**src/rtl/bcd_serial_add_ctrl.sv**
```systemverilog
// Digit-serial packed-BCD adder: one shared add/correct stage, sequenced LSD first,
// with a start/busy/done handshake and a sticky invalid-digit flag.
module bcd_serial_add_ctrl #(
  parameter int unsigned NDIG = 4
) (
  input  logic            clk,
  input  logic            rst_n,
  input  logic            start,
  input  logic            abort,
  input  logic [4*NDIG-1:0] a,
  input  logic [4*NDIG-1:0] b,
  input  logic            cin,
  output logic            busy,
  output logic            done,
  output logic [4*NDIG-1:0] sum,
  output logic            cout,
  output logic            err
);

  localparam int unsigned W  = 4 * NDIG;
  localparam int unsigned CW = (NDIG > 1) ? $clog2(NDIG) : 1;

  typedef enum logic [1:0] {
    S_IDLE = 2'd0,
    S_ADD  = 2'd1,
    S_DONE = 2'd2
  } state_t;

  state_t          r_state;
  logic [W-1:0]    r_a;
  logic [W-1:0]    r_b;
  logic [W-1:0]    r_res;
  logic            r_carry;
  logic [CW-1:0]   r_cnt;

  logic [4:0]      w_t;
  logic [3:0]      w_digit;
  logic            w_carry;
  logic [W-1:0]    w_res_shift;
  logic            w_bad;

  // Single-digit BCD add with +6 correction on the low operand digits.
  always_comb begin
    w_t = 5'(r_a[3:0]) + 5'(r_b[3:0]) + 5'(r_carry);
    if (w_t > 5'd9) begin
      w_digit = 4'(w_t + 5'd6);
      w_carry = 1'b1;
    end else begin
      w_digit = w_t[3:0];
      w_carry = 1'b0;
    end
  end

  // New digit enters the result from the top so digit 0 lands at [3:0] after NDIG steps.
  assign w_res_shift = W'({w_digit, r_res} >> 4);

  always_comb begin
    w_bad = 1'b0;
    for (int i = 0; i < int'(NDIG); i++) begin
      if (a[4*i +: 4] > 4'd9 || b[4*i +: 4] > 4'd9) w_bad = 1'b1;
    end
  end

  always_ff @(posedge clk or negedge rst_n) begin
    if (!rst_n) begin
      r_state <= S_IDLE;
      r_a     <= '0;
      r_b     <= '0;
      r_res   <= '0;
      r_carry <= 1'b0;
      r_cnt   <= '0;
      busy    <= 1'b0;
      done    <= 1'b0;
      sum     <= '0;
      cout    <= 1'b0;
      err     <= 1'b0;
    end else begin
      done <= 1'b0;
      case (r_state)
        S_IDLE: begin
          if (start) begin
            r_a     <= a;
            r_b     <= b;
            r_carry <= cin;
            r_cnt   <= '0;
            err     <= w_bad;
            busy    <= 1'b1;
            r_state <= S_ADD;
          end
        end
        S_ADD: begin
          // Abort wins over the final-digit transition and leaves results untouched.
          if (abort) begin
            busy    <= 1'b0;
            r_state <= S_IDLE;
          end else begin
            r_a     <= r_a >> 4;
            r_b     <= r_b >> 4;
            r_res   <= w_res_shift;
            r_carry <= w_carry;
            r_cnt   <= r_cnt + CW'(1);
            if (r_cnt == CW'(NDIG - 1)) begin
              sum     <= w_res_shift;
              cout    <= w_carry;
              busy    <= 1'b0;
              done    <= 1'b1;
              r_state <= S_DONE;
            end
          end
        end
        S_DONE: r_state <= S_IDLE;
        default: r_state <= S_IDLE;
      endcase
    end
  end

endmodule

```
**config.mk**
```make
export PLATFORM = sky130hd
export DESIGN_NAME = bcd_serial_add_ctrl
export DESIGN_NICKNAME = d
export VERILOG_FILES = /design/src/rtl/bcd_serial_add_ctrl.sv
export SDC_FILE = /design/constraint.sdc
export NUM_CORES = 1
export LEC_CHECK = 0
export CORE_AREA = 4 4 92 85
export DETAILED_ROUTE_END_ITERATION = 6
export DIE_AREA = 0 0 96 89
export PLACE_DENSITY = 0.74
export SETUP_SLACK_MARGIN = 0.4
export SYNTH_ARGS = -nofsm -noshare
export SYNTH_HDL_FRONTEND = slang
export SYNTH_SLANG_ARGS = --single-unit
```
**constraint.sdc**
```tcl
create_clock -name clk -period 2.7 [get_ports clk]
set_clock_uncertainty 0.05 [all_clocks]
set_input_delay 0.54 -clock clk [delete_from_list [all_inputs] [get_ports clk]]
set_output_delay 0.54 -clock clk [all_outputs]
set_load 0.005 [all_outputs]
```
==> impl_metrics.json <==
{
  "status": "finished clean",
  "setup_tns_ps": 0,
  "hpwl_um": 4450,
  "htree_levels": 3,
  "synth_cell_types": 37,
  "synth_cells": 286,
  "setup_viol": 0,
  "first_pass_iters": 4,
  "fp.dieW_um": 96,
  "ys_warn_count": 0,
  "ctsLongestPathBuffers": 2,
  "path_cells": "fa_2, fa_2, inv_2, ha_4, nor2b_4, a31o_4, or4_1, nand3_1",
  "io-pin-count": 57,
  "hold_path_class": "primary input to async pin",
  "numCtsBuffers": 9,
  "worstMarginPinSlew_ps": 663,
  "powerDensity_mw_per_mm2": 1260,
  "clock_latency_ps": 350,
  "hold_violations": 0,
  "synth_top_area_share_pct": 55.0,
  "wire_per_inst_um": 14.7,
  "start_util_pct": 45.3,
  "portBuffers": 56,
  "r2r_slack_ps": 130,
  "gp_congestion": 0.856,
  "multi_input_area_mm2": 0.00142,
  "dieArea_mm2": 0.00854,
  "async_reset_ff_share_pct": 100,
  "regArea_mm2": 0.00173,
  "critPathLaunch": "r_carry",
  "drv_slew": 0,
  "grt.total_usage_pct": 16.8,
  "worstSetupPathType": "register to register",
  "insertedDiodeCount": 0,
  "grt.overflow.total": 0,
  "ys_seq_elements": 69,
  "clk_pin_slew_ps": 80,
  "syn_nets": 330,
  "final_antenna_net_count": 0,
  "grt_pass1_wl_um": 10900,
  "yosysMostFrequentCell": "dfrtp_1",
  "finalCritPeriodShare_pct": 95.2,
  "rr_startpoint": "r_carry",
  "rsz0062_at_grt": "yes",
  "viasPerCell": 5.23,
  "cts_sinks": 69,
  "slew-limit-headroom_pct": 55.7,
  "finish.utilization_pct": 61.0,
  "fin_crit_ps": 2570,
  "fmax_ghz": 0.389,
  "core_mm2": 0.00693,
  "drtIter0Drc": 83,
  "synth_seq_area_share_pct": 55.0,
  "synth.area.top_cells": "dfrtp_1 55%, mux2i_1 8.6%, nand2_1 7.2%, o21ai_0 5.7%, mux2_2 4.7%",
  "tritoncts": "built",
  "fin_hold_ws_ps": 153,
  "power.leakage_nw": 1.97,
  "drt_wl_total_um": 6690,
  "synth-edff-count": 0,
  "final_layout_size_suffix_gt1_share_pct": 19.3,
  "critPathMostFrequentCell": "fa_2",
  "grt_pass1_vias": 2415,
  "fp-row-count": 29,
  "yosys.area.top_type": "dfrtp_1",
  "syn_area_per_cell_um2": 11.0,
  "die_h_um": 89,
  "timing.rr.end": "sum[13]",
  "ff2ff_path_depth": 8,
  "vias": 2385,
  "peakVddDrop_v": 0.000472,
  "crit_path_max_fanout": 4,
  "grt_max_degree": 70,
  "required_ps": 2930,
  "antenna_found_initial": 0,
  "arrival_ps": 2800,
  "syn-cell-area_mm2": 0.00314,
  "synth_common_cells": "69 x dfrtp_1, 60 x nand2_1, 36 x o21ai_0, 27 x mux2i_1, 13 x mux2_2",
  "synthToLayoutAreaGrowth_pct": 34.8,
  "drc": 0,
  "start_kind": "register",
  "final_net_count": 402,
  "slowest_delay_ps": 550,
  "ys.flop_type": "dfrtp_1",
  "fillers": 583,
  "end_kind": "register",
  "cts_root_buffer": "clkbuf_8",
  "critPathCapture": "sum[13]",
  "max_cap_viol_count": 0,
  "slowest_stage": "fa_2"
}
layout make-up:
cell class,instances,area share [%]
Timing Repair Buffer,75,16.9
Inverter,3,0.266
Clock inverter,7,2.69
Multi-Input combinational cell,200,33.6
Tap cell,93,2.75
Sequential cell,69,40.8
Clock buffer,9,2.93
routing by layer:
metal  vias to the layer above  global-route usage, %  share of wire [%]
li1                       1144                      -                  -
met1                      1170                   19.5                 43
met2                        63                   29.2                 50
met3                         8                   5.30                5.8
met4                         0                   5.94                1.5
met5                         -                      0                  0
flip-flops by register name, summed over array words and instances, names as in the netlist:
| register | cells |
|---|---|
| r_res | 12 |
| r_b | 16 |
| err | 1 |
| r_state | 2 |
| r_a | 16 |
| done | 1 |
| sum | 16 |
| r_carry | 1 |
| busy | 1 |
| r_cnt | 2 |
| cout | 1 |
report_power, final:
part,internal (W),switching [W]
clock network,0.000610,0.000401
logic,0.00142,0.00118
registers,0.00146,0.000271
total,0.00349,0.00185
metrics by stage:
stage	setup WS, ps	total power (W)	area, um^2	std cells
global route	56.9	0.00572	4230	456
finish	130	0.00534	4230	456
detailed placement	23.7	0.00374	3850	429
global placement	112	0.00363	3850	429
CTS	106	0.00515	4180	453
floorplan	102	0.00306	3160	286
kinds of logic after synthesis:
| logic type | count (synthesis) | synth area share [%] |
|---|---|---|
| xor+xnor | 2 | 0.798 |
| buf+inv | 18 | 2.79 |
| fa+ha+maj | 7 | 3.27 |
| compound gates | 65 | 12.6 |
| mux | 40 | 13.3 |
| flops | 69 | 55.0 |
| simple gates | 85 | 12.2 |
what timing repair did:
action                     4_1_cts  5_1_grt
hold endpoints to repair         0        0
setup endpoints to repair        8       31
gates cloned                     0        1
buffers inserted                 8        2
gates resized for setup          7        6
hold buffers                     0        0
pin swaps                        5        3
layout by cell type, fill, tap and decap left out, types with 3 or more instances in the layout:
| cell type | synthesis | final |
|---|---|---|
| clkinv_2 | 0 | 3 |
| ha_1 | 5 | 4 |
| a22o_1 | 8 | 8 |
| mux2_2 | 13 | 13 |
| nor3_1 | 3 | 3 |
| clkbuf_8 | 0 | 9 |
| mux2i_1 | 27 | 27 |
| o21ai_0 | 36 | 32 |
| o21ai_1 | 2 | 5 |
| buf_4 | 3 | 17 |
| clkdlybuf4s50_1 | 0 | 55 |
| dfrtp_1 | 69 | 69 |
| a21o_1 | 3 | 3 |
| nor2_1 | 6 | 5 |
| a21oi_1 | 7 | 6 |
| bufinv_16 | 0 | 3 |
| nand2_1 | 60 | 60 |
worst min-delay path by stage:
stage	from	endpoint	cells after the start
2_1_floorplan	rst_n	busy	0
3_3_place_gp	r_cnt[1]	r_cnt[1]	2
3_5_place_dp	r_res[7]	r_res[7]	2
4_1_cts	rst_n	r_res[6]	2
5_1_grt	rst_n	sum[14]	2
6_report	rst_n	r_b[3]	2
worst max-delay path: cells and delay by family, from the launching register on:
family | cells | cell delay (ps)
flip-flops | 1 | 420
AO/OA/AOI/OAI | 1 | 220
buffers and inverters | 1 | 50
adder cells (fa/ha/maj) | 3 | 1110
AND/OR/NAND/NOR | 3 | 660
No activity file was read; power rests on OpenSTA's default activity.
